**src/rtl/ppu_pixel_shifter_pkg.sv**
```systemverilog
`default_nettype none
// ============================================================================
// Module   : ppu_pixel_shifter_pkg
// Purpose  : Shared PPU types, sizes and the BGP palette lookup.
// Revision : 1.0
// ============================================================================
package ppu_pixel_shifter_pkg;

    localparam int LCD_WIDTH     = 160;
    localparam int BG_FIFO_DEPTH = 16;

    typedef struct packed {
        logic [7:0] lcdc;
        logic [7:0] scy;
        logic [7:0] scx;
        logic [7:0] bgp;
    } ppu_regs_t;

    typedef struct packed {
        logic       valid;
        logic [1:0] color;
    } ppu_pixel_t;

    typedef enum logic [1:0] {
        S_IDLE    = 2'd0,
        S_DISCARD = 2'd1,
        S_OUTPUT  = 2'd2,
        S_DONE    = 2'd3
    } shifter_state_t;

    function automatic logic [1:0] bgp_map(input logic [7:0] palette, input logic [1:0] color);
        logic [1:0] shade;
        case (color)
            2'd0:    shade = palette[1:0];
            2'd1:    shade = palette[3:2];
            2'd2:    shade = palette[5:4];
            default: shade = palette[7:6];
        endcase
        return shade;
    endfunction

endpackage
`default_nettype wire

```
**src/rtl/ppu_pixel_fifo.sv**
```systemverilog
`default_nettype none
// ============================================================================
// Module   : ppu_pixel_fifo
// Purpose  : Synchronous circular pixel FIFO with flush; BG and sprite paths.
// Revision : 1.0
// ============================================================================
module ppu_pixel_fifo
    import ppu_pixel_shifter_pkg::*;
#(
    parameter int DEPTH = 16
) (
    input  logic       clk,
    input  logic       reset,
    input  logic       push,
    input  ppu_pixel_t push_px,
    input  logic       pop,
    input  logic       flush,
    output ppu_pixel_t pop_px,
    output logic       full,
    output logic       empty,
    output logic       overflow
);

    localparam int AW = $clog2(DEPTH);
    localparam int CW = AW + 1;

    ppu_pixel_t      mem [DEPTH];
    logic [AW-1:0]   wr_ptr;
    logic [AW-1:0]   rd_ptr;
    logic [CW-1:0]   count;
    logic            push_ok;
    logic            pop_ok;

    assign full     = (count == CW'(DEPTH));
    assign empty    = (count == '0);
    // Flush drops a coincident push, so it is not an overflow either.
    assign push_ok  = push & ~full & ~flush;
    assign pop_ok   = pop & ~empty & ~flush;
    assign overflow = push & full & ~flush;
    assign pop_px   = mem[rd_ptr];

    always_ff @(posedge clk) begin
        if (push_ok) begin
            mem[wr_ptr] <= push_px;
        end
    end

    always_ff @(posedge clk) begin
        if (reset || flush) begin
            wr_ptr <= '0;
            rd_ptr <= '0;
            count  <= '0;
        end else begin
            if (push_ok) begin
                wr_ptr <= wr_ptr + AW'(1);
            end
            if (pop_ok) begin
                rd_ptr <= rd_ptr + AW'(1);
            end
            if (push_ok && !pop_ok) begin
                count <= count + CW'(1);
            end else if (pop_ok && !push_ok) begin
                count <= count - CW'(1);
            end
        end
    end

endmodule
`default_nettype wire

```
**src/rtl/ppu_pixel_shifter.sv**
```systemverilog
`default_nettype none
// ============================================================================
// Module   : ppu_pixel_shifter
// Purpose  : BG pixel consumer: fine-scroll discard, BGP mapping, LCD output.
// Revision : 1.0
// ============================================================================
module ppu_pixel_shifter
    import ppu_pixel_shifter_pkg::*;
#(
    parameter int DEPTH  = BG_FIFO_DEPTH,
    parameter int LINE_W = LCD_WIDTH
) (
    input  logic       clk,
    input  logic       reset,
    input  logic       dot_en,
    input  ppu_regs_t  regs,
    input  logic [7:0] y_screen,
    input  logic       line_start,
    input  logic       flush,
    input  logic       stall,
    input  logic       bg_push_en,
    input  ppu_pixel_t bg_push_px,
    output logic       bg_fifo_full,
    output logic       bg_fifo_empty,
    output logic       lcd_px_valid,
    output logic [1:0] lcd_color,
    output logic [7:0] lcd_x,
    output logic [7:0] lcd_y,
    output logic       line_done,
    output logic       overflow_err
);

    shifter_state_t state, state_d;
    logic [2:0]     disc_cnt, disc_d;
    logic [7:0]     x_cnt, x_d;
    logic           pop;
    logic           out_pop;
    logic           done_d;
    logic           fifo_overflow;
    ppu_pixel_t     head_px;
    logic           unused_bits;

    assign unused_bits = ^{regs.lcdc[7:1], regs.scy, regs.scx[7:3], head_px.valid};

    // A restart or flush this cycle empties the FIFO, so nothing is popped.
    assign pop = dot_en & ~stall & ~bg_fifo_empty & ~flush & ~line_start
               & ((state == S_DISCARD) | (state == S_OUTPUT));

    ppu_pixel_fifo #(
        .DEPTH (DEPTH)
    ) u_bg_fifo (
        .clk      (clk),
        .reset    (reset),
        .push     (bg_push_en),
        .push_px  (bg_push_px),
        .pop      (pop),
        .flush    (flush | line_start),
        .pop_px   (head_px),
        .full     (bg_fifo_full),
        .empty    (bg_fifo_empty),
        .overflow (fifo_overflow)
    );

    always_ff @(posedge clk) begin
        if (reset) begin
            state    <= S_IDLE;
            disc_cnt <= '0;
            x_cnt    <= '0;
        end else begin
            state    <= state_d;
            disc_cnt <= disc_d;
            x_cnt    <= x_d;
        end
    end

    always_comb begin
        state_d = state;
        disc_d  = disc_cnt;
        x_d     = x_cnt;
        out_pop = 1'b0;
        done_d  = 1'b0;
        if (line_start) begin
            x_d = '0;
            if (regs.scx[2:0] == 3'd0) begin
                state_d = S_OUTPUT;
            end else begin
                state_d = S_DISCARD;
                disc_d  = regs.scx[2:0];
            end
        end else begin
            case (state)
                S_DISCARD: begin
                    if (pop) begin
                        disc_d = disc_cnt - 3'd1;
                        if (disc_cnt == 3'd1) begin
                            state_d = S_OUTPUT;
                        end
                    end
                end
                S_OUTPUT: begin
                    if (pop) begin
                        out_pop = 1'b1;
                        x_d     = x_cnt + 8'd1;
                        if (x_cnt == 8'(LINE_W - 1)) begin
                            state_d = S_DONE;
                            done_d  = 1'b1;
                        end
                    end
                end
                S_DONE:  state_d = S_IDLE;
                default: state_d = S_IDLE;
            endcase
        end
    end

    always_ff @(posedge clk) begin
        if (reset) begin
            lcd_px_valid <= 1'b0;
            lcd_color    <= 2'b00;
            lcd_x        <= '0;
            lcd_y        <= '0;
            line_done    <= 1'b0;
            overflow_err <= 1'b0;
        end else begin
            lcd_px_valid <= out_pop;
            line_done    <= done_d;
            if (fifo_overflow) begin
                overflow_err <= 1'b1;
            end
            if (out_pop) begin
                lcd_color <= regs.lcdc[0] ? bgp_map(regs.bgp, head_px.color) : 2'b00;
                lcd_x     <= x_cnt;
                lcd_y     <= y_screen;
            end
        end
    end

endmodule
`default_nettype wire

```
**config.mk**
```make
export PLATFORM = sky130hd
export DESIGN_NAME = ppu_pixel_shifter
export DESIGN_NICKNAME = d
export VERILOG_FILES = /design/src/rtl/ppu_pixel_shifter_pkg.sv /design/src/rtl/ppu_pixel_fifo.sv /design/src/rtl/ppu_pixel_shifter.sv
export SDC_FILE = /design/constraint.sdc
export NUM_CORES = 1
export LEC_CHECK = 0
export ABC_AREA = 1
export ABC_CLOCK_PERIOD_IN_PS = 4000
export BUFFER_PORTS_ARGS = -buffer_cell sky130_fd_sc_hd__buf_2
export CORE_UTILIZATION = 55
export DETAILED_ROUTE_END_ITERATION = 12
export GPL_TIMING_DRIVEN = 0
export PLACE_DENSITY = 0.79
export SYNTH_ARGS = -nofsm -noshare
export SYNTH_HDL_FRONTEND = slang
export SYNTH_SLANG_ARGS = --single-unit
```
**constraint.sdc**
```tcl
create_clock -name clk -period 4 [get_ports clk]
set_clock_uncertainty 0.05 [all_clocks]
set_input_delay 0.4 -clock clk [delete_from_list [all_inputs] [get_ports clk]]
set_output_delay 0.4 -clock clk [all_outputs]
set_load 0.005 [all_outputs]
```
# Word-level counts from Yosys, hierarchy flattened
# Memories as Yosys holds them, arrays and structs flattened. A register that Yosys moved wholly into a read port is not among the register bits.
# Cells that the tools add are included.
word_totals:
  regBits: 47
  latch_bits: 0
  ramBits: 48
  rom_bits: 0
  inputBits: 50
  out_inout_bits: 23
  word_cells: 91
  mem_count: 1
op_classes:
  add_sub_neg: 6
  multipliers: 0
  div: 0
  order_cmp: 0
  n_eq_ne: 12
  shift: 0
  n_mux: 23
  bitwise: 21
  n_reduce_logical: 16
mem_list:
  columns: ["memory", "depth", "width", "read_ports", "rd_clocked_by_memory_dff", "write_ports", "line", "source"]
  rows:
  - ["u_bg_fifo.mem", 16, 3, 1, 1, 1, "ppu_pixel_fifo.sv:27", "ppu_pixel_t mem [DEPTH];"]
op_table:
  columns: ["operator", "count"]
  rows:
  - ["2-bit 2-to-1 mux", 7]
  - ["3-bit 2-to-1 mux", 4]
  - ["3-bit by 2-bit != test with 1-bit output, second input constant", 4]
  - ["1-bit AND", 11]
  - ["5-bit 2-to-1 mux", 2]
  - ["4-bit by 1-bit adder with 4-bit output, second input constant", 2]
  - ["8-bit by 1-bit adder with 8-bit output, second input constant", 1]
  - ["8-bit == test, second input constant", 1]
  - ["4-bit 2-to-1 mux", 2]
  - ["1-bit inverter", 8]
  - ["1-bit 2-to-1 mux", 6]
  - ["2-bit one-hot mux with 3 select lines", 1]
  - ["2-bit nonzero test", 3]
  - ["5-bit by 1-bit adder with 5-bit output, second input constant", 1]
  - ["5-bit == test, second input constant", 1]
  - ["5-bit zero test", 1]
  - ["5-bit by 1-bit subtractor with 5-bit output, second input constant", 1]
  - ["2-bit by 1-bit == test with 1-bit output, second input constant", 2]
  - ["2-bit == test, second input constant", 2]
  - ["2-bit one-hot mux with 2 select lines", 1]
  - ["4-bit AND reduction", 1]
  - ["4-bit OR reduction", 1]
  - ["3-bit by 1-bit == test with 1-bit output, second input constant", 1]
  - ["3-bit zero test", 1]
  - ["other kinds (10)", 13]

# Logic depth before layout (Yosys ltp)
depth:
  word_depth: 11
  depth_mapped: 17

# By module
# Synthesis repeated with hierarchy kept, for this count alone.
unflattened:
  hier_cells: 588
  hier_area_um2: 4828.4
by_module_without_submodules:
  columns: ["mod", "n_inst", "cells_each", "area_each_um2", "seq_area_each_um2"]
  rows:
  - ["ppu_pixel_fifo", 1, 343, 3149.3, 1781.7]
  - ["ppu_pixel_shifter", 1, 245, 1679.1, 680.7]

# Worst setup path before layout
# No wires, ideal clock.
synth_timing:
  kind: "input -> register"
  startpoint: "in line_start"
  endpoint: "reg u_bg_fifo.count[4]"
  arrival_time_ns: 2.398
  required_time_ns: 3.832
  setup_slack_ns: 1.433
  stages: 17
  path_cell_list: "buf_4 -> nor2_4 -> inv_2 -> nor3b_2 -> nand2_1 -> inv_2 -> nand2_4 -> ha_1 -> inv_1 -> ha_1 -> nand2_1 -> nor2_1 -> a211oi_1 -> o21ai_0 -> a21oi_1 -> nand2_1 -> nor3b_1"
synth_via:
  elab_chain_cells: 8
  word_cells_on_any_way: 15
  classes_between: "mux: 1; bitwise: 8; reduce/logical: 6"
synth_lines:
  columns: ["element", "line", "source"]
  rows:
  - ["from (decl)", "ppu_pixel_shifter.sv:18", "input logic line_start,"]
  - ["1-bit inverter", "ppu_pixel_shifter.sv:46", "assign pop = dot_en & ~stall & ~bg_fifo_empty & ~flush & ~line_start"]
  - ["1-bit AND", "ppu_pixel_shifter.sv:46", null]
  - ["1-bit AND", "ppu_pixel_shifter.sv:47", "& ((state == S_DISCARD) | (state == S_OUTPUT));"]
  - ["1-bit AND (2 in a row)", "ppu_pixel_fifo.sv:38", "assign pop_ok = pop & ~empty & ~flush;"]
  - ["1-bit zero test", "ppu_pixel_fifo.sv:60", "if (push_ok && !pop_ok) begin"]
  - ["1-bit logical AND", "ppu_pixel_fifo.sv:60", null]
  - ["5-bit 2-to-1 mux or 2-bit nonzero test (tied branches)", null, null]
  - ["to (signal assigned)", "ppu_pixel_fifo.sv:61", "count <= count + CW'(1);"]
  - ["to (signal assigned)", "ppu_pixel_fifo.sv:63", "count <= count - CW'(1);"]
  - ["to (decl)", "ppu_pixel_fifo.sv:30", "logic [CW-1:0] count;"]
# Several ways; a longest one is shown, not always the timed one.
# A chain may end at the register's enable or synchronous reset.

# Worst setup path after layout
layout_timing:
  startpoint: "reg u_bg_fifo.count[2]"
  endpoint: "reg u_bg_fifo.count[4]"
layout_via:
  word_cells_on_any_way: 21
  classes_between: "add/sub: 2; eq/ne: 1; mux: 2; bitwise: 10; reduce/logical: 6"
layout_lines:
  columns: ["element", "line", "source"]
  rows:
  - ["5-bit == test (*)", "ppu_pixel_fifo.sv:34", "assign full = (count == CW'(DEPTH));"]
  - ["1-bit inverter (*)", "ppu_pixel_fifo.sv:37", "assign push_ok = push & ~full & ~flush;"]
  - ["1-bit AND (*) (2 in a row)", "ppu_pixel_fifo.sv:37", null]
  - ["via u_bg_fifo.push_ok", "ppu_pixel_fifo.sv:31", "logic push_ok;"]
  - ["1-bit zero test", "ppu_pixel_fifo.sv:62", "end else if (pop_ok && !push_ok) begin"]
  - ["1-bit logical AND", "ppu_pixel_fifo.sv:62", null]
  - ["2-bit nonzero test (no line)", null, null]
# The timed path passes the listed nets; every way through them passes the cells marked *. The select of a mux whose other input is x is not followed.

==> impl_metrics.tcl <==
set metrics [dict create \
    fin_cells 636 \
    endpoint_kind "register" \
    cts.clk_slew.worst_paths_ns 0.10 \
    synth-seq-cells 83 \
    syn-cell-area_mm2 0.003938 \
    final_max_slew_viol_count 0 \
    p_comb_frac 0.063 \
    synth.distinct_cells 37 \
    r2r_slack_ns 1.22 \
    cts_resized 0 \
    p_switching_uw 388.2 \
    cpMaxStageDelayCell "dfxtp_1" \
    ys_top_cells_by_area "dfxtp_1, edfxtp_1, nand2_1" \
    grt_max_degree 17 \
    placed_cells 620 \
    die_h_um 86.61 \
    yosys.area.top_type_share 0.2593 \
    path_max_fanout 6 \
    finalSetupTns_ns 0 \
    htreeDepth 3 \
    overflow 0 \
    fin_util 0.6588 \
    worst_path_largest_cell_delay_ns 0.35 \
    cts-root-buf "clkbuf_8" \
    power.leakage_uw 0.001991 \
    yosysSeqAreaShare 0.5033 \
    clockPowerShare 0.398 \
    syn_avg_cell_area_um2 8.290 \
    fmax_ghz 0.3592 \
    pin_count 73 \
    diodes 0 \
    synth_top_area_cell "dfxtp_1" \
    chipWidth_um 86.61 \
    setup_viol 0 \
    cts_buffers 9 \
    hp-class "primary input to register" \
    crit_top_cell "nand2_1" \
    cp.required_ns 4.20 \
    route.vias.total 3164 \
    start_util 0.5732 \
    yosysWarnings 0 \
    dp_hpwl_mm 5.722 \
    ir_drop_v 0.0002590 \
    gp_congestion 0.8317 \
    ctsHoldBuffers 0 \
    worstSetupStartpointType "register" \
    antenna_found_initial 0 \
    cts_setup_buffers 0 \
    portBuffers 49 \
    slew_headroom 0.5962 \
    wl_mm 7.736 \
    synth-edff-count 32 \
    drt-vias-per-instance 4.975 \
    drive_gt1_frac 0.1778 \
    core-area_mm2 0.006869 \
    clockBufferDepth 2 \
    finalHoldViolCount 0 \
    period_share 0.6960 \
    syn_to_final_growth_pct 14.93 \
    cp_data_arrival_time_ns 2.98 \
    seq_power_share 0.540 \
    ant_nets 0 \
    cts_num_sinks 83 \
    die_area_mm2 0.007501 \
    maxCapViolCount 0 \
    firstDrtPassIters 4 \
    first_iter_violations 130 \
    async_flop_share 0 \
    nFillCells 577 \
    path_cells "nor4_2 > nand2_1 > nand2_1 > inv_1 > ha_1 > inv_1 > ha_1 > nand2_1 > nor2_1 > a211oi_1 > o21ai_0 > a21oi_1 > nand2_1 > nor3b_1" \
    tritoncts "done" \
    synth_nets 542 \
    grt_pass1_wl_mm 12.95 \
    clk-insertion-delay-late_ns 0.36 \
    rsz0062_at_grt "false" \
    layout_common_cells "nand2_1, inv_1, buf_2" \
    synthCells 475 \
    ff_latch_area_mm2 0.001982 \
    drc_errors 0 \
    grt.total_usage 0.2250 \
    worst_pin_slew_ns 0.6057 \
    final_common_cell "nand2_1" \
    fin_nets 602 \
    crit_type "register to register" \
    grt_pass1_vias 2943 \
    status "completed" \
    multi_input_area_mm2 0.001585 \
    wl_per_cell_um 12.16 \
    rows 30 \
    finalCriticalPeriod_ns 2.784 \
    dominantRegCellSynth "dfxtp_1" \
    p_int_uw 1260 \
    power.density_mw_per_mm2 364.2 \
    p_sw_frac 0.2355 \
]
## worst max-delay path, delay by kind of cell, from the launching register on
family	cells	cell delay (ns)
and+or+nand+nor	7	0.94
adders and majority gates	2	0.53
AOI/OAI and AO/OA	3	0.52
DFF	1	0.35
buffers and inverters	2	0.28
## layout make-up
cell class,count,share of cell area
multi-input cells,305,0.3503
inverters,76,0.06414
well taps,96,0.02654
flip-flops and latches,83,0.4379
repair buffers,49,0.05419
clock inverters,6,0.01631
clock buffers,10,0.03290
plain buffers,11,0.01769
## metrics by stage
step	setup WS, ns	hold WS [ns]	area (um^2)	total power (uW)
2_1_floorplan	1.433	0.4050	3938	976.7
3_3_place_gp	1.218	0.3981	4303	1006
3_5_place_dp	1.156	0.4048	4303	1012
4_1_cts	1.217	0.2117	4526	1660
5_1_grt	0.8781	0.2040	4526	1712
6_report	1.216	0.2249	4526	1648
## flip-flops by register name, indices dropped and copies added (netlist names), 3 cells and up, named ones only
register          flops
lcd_x                 8
u_bg_fifo.mem        32
u_bg_fifo.count       5
disc_cnt              3
u_bg_fifo.rd_ptr      4
u_bg_fifo.wr_ptr      4
lcd_y                 8
x_cnt                 8
## cell families (layout without fill, tap and decap cells)
| group | count (synthesis) | after routing | share of synthesized area |
|---|---|---|---|
| adders and majority gates | 17 | 17 | 0.05593 |
| xor gates and xnor gates | 5 | 5 | 0.01112 |
| AOI/OAI and AO/OA | 63 | 63 | 0.09183 |
| buffers and inverters | 87 | 152 | 0.09405 |
| and+or+nand+nor | 220 | 220 | 0.2437 |
| DFF | 83 | 83 | 0.5033 |
## synth_stat cells (2+ instances only)
master and count:
o21bai_2 2, nand2_2 2, nand3b_1 2, nor2_2 4, nand2_1 118, xor2_1 3, ha_1 16, inv_2 4
xnor2_1 2, edfxtp_1 32, a21oi_1 37, o21a_1 3, nor3_1 4, nor2_1 42, o21ai_1 5, nand3_1 38
o21ai_0 12, nand4_1 2, nand2_4 2, inv_1 70, dfxtp_1 51, buf_4 3, buf_2 4, buf_6 3
nor3b_1 2
## path summary, 6_finish.rpt
| check | startpoint | to | cells past startpoint |
|---|---|---|---|
| worst min register to register | lcd_y[7] | lcd_y[7] | 2 |
| worst min-delay path | y_screen[4] | lcd_y[4] | 3 |
| worst max-delay path | u_bg_fifo.count[2] | u_bg_fifo.count[4] | 14 |
| worst max register to register | u_bg_fifo.count[2] | u_bg_fifo.count[4] | 14 |
## power by group through the flow
stage	clock network, uW	logic, uW	registers (uW)
after detailed placement	0	103	909
final	656	103	889
after global placement	0	97.7	908
after CTS	667	104	889
after global routing	705	117	890
after floorplan	0	69.1	908
## layer usage
| metal | track usage | share of wire | up-vias |
|---|---|---|---|
| met5 | 0 | 0 | - |
| met4 | 0.09394 | 0.013 | 0 |
| met3 | 0.05238 | 0.038 | 11 |
| met2 | 0.3773 | 0.49 | 64 |
| met1 | 0.2800 | 0.46 | 1453 |
| li1 | - | - | 1636 |
Power figures use the tool's default switching activity.
